### src/rtl/pdp8_pkg.sv
// Shared types for the PDP-8 front-panel control slice.
package pdp8_pkg;

  typedef enum logic [1:0] {
    RS_IDLE      = 2'd0,
    RS_RUN       = 2'd1,
    RS_HALT_PEND = 2'd2,
    RS_STEP      = 2'd3
  } run_state_t;

endpackage

### src/rtl/switch_debounce.sv
// Two-flop synchroniser plus stability-counter debouncer for one panel switch.
// PRESS is a registered one-cycle pulse on each accepted rising level.
module switch_debounce #(
  parameter int DEBOUNCE_CYCLES = 16
) (
  input  logic CLK,
  input  logic RESET,
  input  logic RAW,
  output logic LEVEL,
  output logic PRESS
);

  localparam int CW = $clog2(DEBOUNCE_CYCLES + 1);
  localparam logic [CW-1:0] CNT_LAST = CW'(DEBOUNCE_CYCLES - 1);

  logic          sync1_q, sync2_q;
  logic          level_q, level_d;
  logic          level_dly_q;
  logic          press_q;
  logic [CW-1:0] cnt_q, cnt_d;

  // The level flips on the edge the counter would reach DEBOUNCE_CYCLES.
  always_comb begin
    cnt_d   = '0;
    level_d = level_q;
    if (sync2_q != level_q) begin
      if (cnt_q == CNT_LAST) begin
        level_d = sync2_q;
      end else begin
        cnt_d = cnt_q + 1'b1;
      end
    end
  end

  always_ff @(posedge CLK) begin
    if (RESET) begin
      sync1_q     <= 1'b0;
      sync2_q     <= 1'b0;
      cnt_q       <= '0;
      level_q     <= 1'b0;
      level_dly_q <= 1'b0;
      press_q     <= 1'b0;
    end else begin
      sync1_q     <= RAW;
      sync2_q     <= sync1_q;
      cnt_q       <= cnt_d;
      level_q     <= level_d;
      level_dly_q <= level_q;
      press_q     <= level_q & ~level_dly_q;
    end
  end

  assign LEVEL = level_q;
  assign PRESS = press_q;

endmodule

### src/rtl/run_halt_ctrl.sv
// Front-panel run/halt controller: debounced switches drive a run-state FSM that
// stops the sequencer only at instruction boundaries, and counts completed instructions.
module run_halt_ctrl
  import pdp8_pkg::*;
#(
  parameter int DEBOUNCE_CYCLES = 16,
  parameter int CNT_W           = 16
) (
  input  logic             CLK,
  input  logic             RESET,
  input  logic             SW_RUN,
  input  logic             SW_HALT,
  input  logic             SW_SSTEP,
  input  logic             INSTR_DONE,
  input  logic             HLT_INSTR,
  output logic             RUN_OUT,
  output logic             HALT_OUT,
  output logic             RUN_LED,
  output logic [CNT_W-1:0] INSTR_CNT
);

  logic [2:0]       sw_level_unused;
  logic             run_press, halt_press, step_press;

  run_state_t       state_q, state_d;
  logic             run_q, halt_q, halt_d;
  logic [CNT_W-1:0] cnt_q, cnt_d;

  switch_debounce #(.DEBOUNCE_CYCLES(DEBOUNCE_CYCLES)) u_run_db (
    .CLK(CLK), .RESET(RESET), .RAW(SW_RUN), .LEVEL(sw_level_unused[0]), .PRESS(run_press)
  );

  switch_debounce #(.DEBOUNCE_CYCLES(DEBOUNCE_CYCLES)) u_halt_db (
    .CLK(CLK), .RESET(RESET), .RAW(SW_HALT), .LEVEL(sw_level_unused[1]), .PRESS(halt_press)
  );

  switch_debounce #(.DEBOUNCE_CYCLES(DEBOUNCE_CYCLES)) u_step_db (
    .CLK(CLK), .RESET(RESET), .RAW(SW_SSTEP), .LEVEL(sw_level_unused[2]), .PRESS(step_press)
  );

  always_comb begin
    state_d = state_q;
    halt_d  = 1'b0;
    case (state_q)
      RS_IDLE: begin
        // HALT wins over a simultaneous RUN/SSTEP press.
        if (halt_press) begin
          state_d = RS_IDLE;
        end else if (step_press) begin
          state_d = RS_STEP;
        end else if (run_press) begin
          state_d = RS_RUN;
        end
      end
      RS_RUN: begin
        if (halt_press || HLT_INSTR) begin
          if (INSTR_DONE) begin
            state_d = RS_IDLE;
            halt_d  = 1'b1;
          end else begin
            state_d = RS_HALT_PEND;
          end
        end
      end
      RS_HALT_PEND, RS_STEP: begin
        if (INSTR_DONE) begin
          state_d = RS_IDLE;
          halt_d  = 1'b1;
        end
      end
      default: state_d = RS_IDLE;
    endcase
  end

  assign cnt_d = (INSTR_DONE && (state_q != RS_IDLE)) ? cnt_q + 1'b1 : cnt_q;

  always_ff @(posedge CLK) begin
    if (RESET) begin
      state_q <= RS_IDLE;
      run_q   <= 1'b0;
      halt_q  <= 1'b0;
      cnt_q   <= '0;
    end else begin
      state_q <= state_d;
      run_q   <= (state_d != RS_IDLE);
      halt_q  <= halt_d;
      cnt_q   <= cnt_d;
    end
  end

  assign RUN_OUT   = run_q;
  assign RUN_LED   = run_q;
  assign HALT_OUT  = halt_q;
  assign INSTR_CNT = cnt_q;

endmodule

### config.mk
export PLATFORM = sky130hd
export DESIGN_NAME = run_halt_ctrl
export DESIGN_NICKNAME = d
export VERILOG_FILES = /design/src/rtl/pdp8_pkg.sv /design/src/rtl/switch_debounce.sv /design/src/rtl/run_halt_ctrl.sv
export SDC_FILE = /design/constraint.sdc
export NUM_CORES = 1
export LEC_CHECK = 0
export CAP_MARGIN = 20
export CELL_PAD_IN_SITES_DETAIL_PLACEMENT = 2
export CELL_PAD_IN_SITES_GLOBAL_PLACEMENT = 2
export CORE_ASPECT_RATIO = 0.75
export CORE_MARGIN = 1
export CORE_UTILIZATION = 36
export DETAILED_ROUTE_END_ITERATION = 8
export GPL_TIMING_DRIVEN = 0
export PLACE_DENSITY = 0.82
export SLEW_MARGIN = 20
export SYNTH_ARGS = -nofsm -noshare
export SYNTH_HDL_FRONTEND = slang
export SYNTH_SLANG_ARGS = --single-unit
### constraint.sdc
create_clock -name CLK -period 3.8 [get_ports CLK]
set_clock_uncertainty 0.15 [all_clocks]
set_input_delay 0.95 -clock CLK [delete_from_list [all_inputs] [get_ports CLK]]
set_output_delay 0.95 -clock CLK [all_outputs]
set_load 0.005 [all_outputs]
# After elaboration in Yosys (flattened, before gate mapping)
# Cells that the tools add are included.
# W data, S select, Z words.
[word_totals]
ff_bits = 50
output_inout_bits = 19
[classes]
n_addsub = 4
eq_ne = 9
n_mux = 10
n_bitwise = 9
reduce_logical = 12
[ops]
columns = ["op", "count"]
rows = [
  ["$add A16 B1 Y16 const B", 1],
  ["$add A5 B1 Y5 const B", 3],
  ["$eq A5 B4 Y1 const B", 3],
  ["$mux W2", 6],
  ["$reduce_or A3 Y1", 3],
  ["$not A1 Y1", 6],
  ["$pmux W2 S3", 1],
  ["$reduce_and A2 Y1", 3],
  ["$eq A2 B2 Y1 const B", 2],
  ["$reduce_bool A2 Y1", 2],
  ["$and A1 B1 Y1", 3],
  ["$ne A1 B1 Y1", 3],
  ["$eq A2 B1 Y1 const B", 1],
  ["$logic_not A2 Y1", 1],
  ["$mux W1", 2],
  ["$pmux W1 S2", 1],
  ["$reduce_or A2 Y1", 1],
  ["$logic_and A1 B1 Y1", 1],
  ["$logic_or A1 B1 Y1", 1],
]

# Logic depth before layout (Yosys ltp)
# Gate-level depths: netlist of the first run.
[logic_depth]
ltp_word = 5
mapped_depth = 5

# By module
# Synthesis of the first run repeated with hierarchy kept, for this count alone.
[hier_totals]
hier_cells = 191
hier_area_um2 = 1896.8
[by_module_without_submodules]
columns = ["mod", "instances", "cells_each", "area_per_inst_um2", "seq_area_each_um2"]
rows = [
  ["switch_debounce", 3, 31, 339.1, 200.2],
  ["run_halt_ctrl", 1, 98, 879.6, 400.4],
]

# Worst setup path before layout of the first run
# Ideal clock, no wire load.
[synth_path]
path_type = "input -> register"
startpoint = "input INSTR_DONE"
endpoint = "register cnt_q[15] (netlist: INSTR_CNT[15])"
t_arrival_ns = 1.828
t_required_ns = 3.527
path_slack_ns = 1.698
path_stages = 5
path_cell_list = "o21a_1 -> buf_2 -> nand2_1 -> nor4_2 -> mux2_1"
[synth_via]
elab_chain_len = 1
[synth_lines]
columns = ["item", "line_no", "text"]
rows = [
  ["from (decl)", "run_halt_ctrl.sv:14", "input logic INSTR_DONE,"],
  ["$logic_and A1 B1 Y1", "run_halt_ctrl.sv:75", "assign cnt_d = (INSTR_DONE && (state_q != RS_IDLE)) ? cnt_q + 1'b1 : cnt_q;"],
  ["to (signal assigned)", "run_halt_ctrl.sv:87", "cnt_q <= cnt_d;"],
  ["to (decl)", "run_halt_ctrl.sv:27", "logic [CNT_W-1:0] cnt_q, cnt_d;"],
]
# Every way passes these cells.
# A chain may end at the register's enable or synchronous reset.

# Worst setup path in the final report of the first run
[layout_path]
startpoint = "input RESET"
endpoint = "register cnt_q[8] (netlist: INSTR_CNT[8])"
[layout_lines]
columns = ["item", "line_no", "text"]
rows = [
  ["from (decl)", "run_halt_ctrl.sv:10", "input logic RESET,"],
]
# No word-level cell between the ends.

==> impl_metrics.ini, run 1 <==
[pwr]
leakage_nw = 0.865
fin_total_pwr_uw = 874
peakVddDrop_v = 0.000212
powerDensity_mw_per_mm2 = 366

[synthesis]
synth_area_mm2 = 0.00196
seq_area_frac_synth_pct = 51.2
yosysTopAreaCellShare_pct = 51.2
synth_top_area_cell = dfxtp_1
ys_ff_latch = 50
syn_nets = 210
syn_avg_cell_area_um2 = 9.98
synthTopCellsByArea = dfxtp_1 51%, nor2_1 6.5%, xnor2_1 5.8%
yosysWarnings = 0
syn_inst = 196
synth_cell_types = 37

[global_routing]
antenna_found_initial = 0
gr-usage-all-layers_pct = 17.9
grt_max_degree = 16
gr-total-overflow = 0
grt_pass1_wl_um = 7730
grt_pass1_vias = 1647

[timing]
setup_viol = 0
hold_viol = 0
max_freq_ghz = 0.385
slew_headroom_pct = 64.9
fin_crit_sh_pct = 68.3
worstMarginPinSlew_ns = 0.527
maxSlewViolCount = 0
tns_ns = 0
min_period_ns = 2.60
rsz0062_at_grt = no

[worst_setup_path]
r2r-start = state_q[0]
r2r_setup_slack_ns = 1.99
critPathRequiredTime_ns = 3.83
crit_path_end_kind = flop
cp_slowest_stage_delay_ns = 0.65
crit_slowest_cell = clkdlybuf4s50_1
r2r_end = INSTR_CNT[15]
start_kind = input port
worst_r2r_path_depth = 5
path_buf_inv = 3
crit_family = buffers and inverters
cp.arrival_ns = 2.62
timing_worst_setup_path_type = in2reg
cp_max_fo = 10
crit_chain = clkdlybuf4s50_1 > clkbuf_1 > buf_1 > nor2_1

[flow_run]
maxCapViolations = 0

[clocking]
post-cts-setup-buffer-count = 0
path_clk_slew_ns = 0.10
cts_made_buffers = 5
cts_root_buffer = clkbuf_8
ctsHoldBuffers = 0
clockBufferDepth = 2
cts.sinks = 50
cts_resized = 0
clk_latency_ns = 0.31
cts_tree = yes
htree_levels = 2

[drt]
via_per_inst = 4.87
drtIter0Drc = 29
vias = 1466
wl_um = 4540
drc = 0
dr.pass1.iters = 4
drtAntennaViolNets = 0
wl_per_cell_um = 15.1

[placement]
hpwl_um = 3480
placed_cell_area_mm2 = 0.00230
port_buffers = 25
gp_congestion = 0.737

[worst_hold_path]
holdPathEnd = u_run_db.PRESS
hold_path_class = reg2reg
min-delay-start = u_run_db.level_dly_q
hold_depth = 1

[finish]
nets = 242
area_delta_synth_final_pct = 22.3
diodes = 0
layout_commonest_cell = dfxtp_1
layout_common_cells = 50 x dfxtp_1, 34 x nor2_1, 25 x clkdlybuf4s50_1, 13 x nor2b_1, 13 x xnor2_1
drive_gt1_share_pct = 7.86
fin_area_mm2 = 0.00239

[floorplanning]
row_count = 22
start_util_pct = 38.6
fp.dieW_um = 87.1
ios = 26
die_area_mm2 = 0.00574
core_mm2 = 0.00506
die_h_um = 65.9

[run_status]
outcome = finished, final reports clean
==> metal layers <==
metal	GRT usage [%]	part of all wire, %	up-vias
li1	-	-	718
met1	20.5	45	728
met2	33.0	52	15
met3	3.50	2.4	5
met4	6.97	1.3	0
met5	0	0	-
==> area by class of cell <==
type | instances | area, µm²
multi-input combinational | 133 | 902
timing repair buffer | 25 | 250
clock inverter | 2 | 12.5
clock buffer | 6 | 82.6
buffer | 5 | 23.8
sequential | 50 | 1000
fill | 558 | 2670
inverter | 8 | 30.0
tap | 72 | 90.1
==> worst max-delay path by stage <==
stage               cells past startpoint             to  slack, ns  startpoint
detailed placement                      4   INSTR_CNT[9]       0.82       RESET
global route                            4   INSTR_CNT[5]       1.03       RESET
global placement                        4   INSTR_CNT[3]       0.91       RESET
CTS                                     4   INSTR_CNT[8]       1.14       RESET
finish                                  4   INSTR_CNT[8]       1.20       RESET
floorplan                               5  INSTR_CNT[15]       1.70  INSTR_DONE
==> cells by family (layout without fill, tap and decap cells) <==
logic type,Yosys count,after routing,synth area share [%]
adders and majority gates,7,7,4.48
DFF,50,50,51.2
and+or+nand+nor,88,88,26.2
AOI/OAI and AO/OA,14,14,4.35
xor gates and xnor gates,20,20,8.95
buffers and inverters,13,46,2.75
muxes,4,4,2.11
==> through the flow <==
step	hold WS [ns]	util [%]	setup slack [ns]	instances
floorplan	0.217	-	1.70	196
global placement	0.223	45.4	0.906	293
detailed placement	0.229	45.4	0.824	293
CTS	0.243	47.2	1.14	301
global route	0.258	47.2	1.03	301
finish	0.240	47.2	1.20	301
==> cell usage after synthesis <==
master and number:
or4_2 1, nand2_1 7, xor2_1 7, and4_1 3
nor4_1 2, nor3b_1 1, nand4_1 4, mux2i_1 3
or3b_1 1, and3_1 4, clkbuf_1 2, buf_2 1
mux2_1 1, nor3_1 3, xnor2_1 13, nand3_1 5
a31o_1 1, nor3_4 1, nand4_4 2, dfxtp_1 50
ha_1 7, a31oi_1 1, or3_1 3, buf_1 1
a21oi_1 6, buf_4 1, o21ai_2 1, nor4_2 1
nor2b_1 13, o21a_1 1, nor2_1 34, or3_2 1
nand3_4 1, o21ai_0 3, nor4b_1 1, o41ai_1 1
inv_1 8
==> sequential cells by signal, indices dropped and copies added, names as in the netlist, 2 cells and up <==
signal and flops:
u_run_db.cnt_q 5, u_halt_db.cnt_q 5, state_q 2, INSTR_CNT 16, u_step_db.cnt_q 5
==> where the power goes <==
group	internal, mW	total, mW	switching, mW
Sequential	0.527	0.530	0.00208
Clock	0.147	0.323	0.177
Combinational	0.00976	0.0215	0.0117
(Power assumes the default switching activity.)
==> run 2: changes to the inputs <==
--- a/config.mk
+++ b/config.mk
@@ -10,10 +10,10 @@
 export CELL_PAD_IN_SITES_GLOBAL_PLACEMENT = 2
 export CORE_ASPECT_RATIO = 0.75
 export CORE_MARGIN = 1
-export CORE_UTILIZATION = 36
+export CORE_UTILIZATION = 31
 export DETAILED_ROUTE_END_ITERATION = 8
 export GPL_TIMING_DRIVEN = 0
-export PLACE_DENSITY = 0.82
+export PLACE_DENSITY = 0.76
 export SLEW_MARGIN = 20
 export SYNTH_ARGS = -nofsm -noshare
 export SYNTH_HDL_FRONTEND = slang
==> constraint.sdc (replaced) <==
create_clock -name CLK -period 2.1 [get_ports CLK]
set_clock_uncertainty 0.15 [all_clocks]
set_input_delay 0.525 -clock CLK [delete_from_list [all_inputs] [get_ports CLK]]
set_output_delay 0.525 -clock CLK [all_outputs]
set_load 0.005 [all_outputs]
==> impl_metrics.ini, run 2 (same netlist as run 1, synthesis figures left out) <==
[run_status]
outcome = finished, final reports clean

[worst_setup_path]
crit_chain = clkdlybuf4s50_1
timing_worst_setup_path_type = reg2out
crit_slowest_cell = clkdlybuf4s50_1
r2r_setup_slack_ns = 0.28
crit_path_end_kind = output pin
crit_family = buffers and inverters
cp_max_fo = 5
start_kind = flop
critPathRequiredTime_ns = 1.42
cp.arrival_ns = 1.36
path_buf_inv = 1
cp_slowest_stage_delay_ns = 0.56

[drt]
dr.pass1.iters = 2
wl_per_cell_um = 14.4
via_per_inst = 4.76
drc = 0
wl_um = 4410
vias = 1458
drtAntennaViolNets = 0
drtIter0Drc = 29

[floorplanning]
start_util_pct = 32.9
core_mm2 = 0.00595
fp.dieW_um = 93.7
row_count = 24
die_h_um = 70.8
die_area_mm2 = 0.00664
ios = 26

[timing]
rsz0062_at_grt = no
worstMarginPinSlew_ns = 0.551
max_freq_ghz = 0.492
hold_viol = 0
maxSlewViolCount = 0
fin_crit_sh_pct = 96.9
min_period_ns = 2.03
setup_viol = 0
slew_headroom_pct = 63.2
tns_ns = 0

[pwr]
peakVddDrop_v = 0.000332
leakage_nw = 0.886
powerDensity_mw_per_mm2 = 697
fin_total_pwr_mw = 1.69

[finish]
nets = 242
area_delta_synth_final_pct = 23.8
fin_area_mm2 = 0.00242
layout_commonest_cell = dfxtp_1
diodes = 0
layout_common_cells = 47 x dfxtp_1, 34 x nor2_1, 24 x clkdlybuf4s50_1, 13 x nor2b_1, 13 x xnor2_1
largest_register_ff_count = 16
fillers = 637
drive_gt1_share_pct = 10.1

[global_routing]
grt_pass1_vias = 1586
gr-total-overflow = 0
grt_pass1_wl_um = 7840
grt_max_degree = 15
gr-usage-all-layers_pct = 15.6
antenna_found_initial = 0

[placement]
port_buffers = 25
gp_congestion = 0.735
hpwl_um = 3270
placed_cell_area_mm2 = 0.00230

[clocking]
path_clk_slew_ns = 0.09
cts_resized = 4
clk_latency_ns = 0.30
cts.sinks = 50
post-cts-setup-buffer-count = 0
cts_root_buffer = clkbuf_8
ctsHoldBuffers = 0
htree_levels = 2
cts_tree = yes
clockBufferDepth = 2
cts_made_buffers = 5

[worst_hold_path]
hold_path_class = reg2reg

[flow_run]
maxCapViolations = 0
[run 2: through the flow]
step | std cells | hold WS [ns] | util, % | setup slack [ns]
4_1_cts | 306 | 0.241 | 40.7 | 0.0172
6_report | 306 | 0.239 | 40.8 | 0.0655
3_3_place_gp | 299 | 0.222 | 38.8 | -0.512
3_5_place_dp | 299 | 0.227 | 38.8 | -0.556
5_1_grt | 306 | 0.257 | 40.8 | 0.0119
2_1_floorplan | 196 | 0.217 | - | 0.423
[run 2: routing by layer]
layer / share of wire, % / track usage (%)
met5: 0 / 0
met2: 46 / 25.3
met1: 50 / 20.3
met4: 1.4 / 5.64
met3: 2.5 / 3.55
[run 2: power by group]
group / switching [mW] / internal (mW) / total [mW]
Sequential: 0.00335 / 0.954 / 0.958
Combinational: 0.0211 / 0.0177 / 0.0388
Clock: 0.311 / 0.381 / 0.692
Total: 0.335 / 1.35 / 1.69
[run 2: worst paths after layout]
check                   startpoint              end  depth (start not counted)
max                   INSTR_CNT[7]     INSTR_CNT[7]                          1
min reg2reg  u_step_db.level_dly_q  u_step_db.PRESS                          1
max reg2reg             state_q[0]    INSTR_CNT[15]                          5
min          u_step_db.level_dly_q  u_step_db.PRESS                          1
[run 2: final cells by class]
cell class	count	area (µm²)	area share (%)
repair buffers	25	249	10.3
well taps	78	97.6	4.03
flip-flops and latches	50	1000	41.5
clock inverters	1	30.0	1.24
plain buffers	5	27.5	1.14
multi-input cells	133	902	37.2
inverters	8	30.0	1.24
clock buffers	6	82.6	3.41
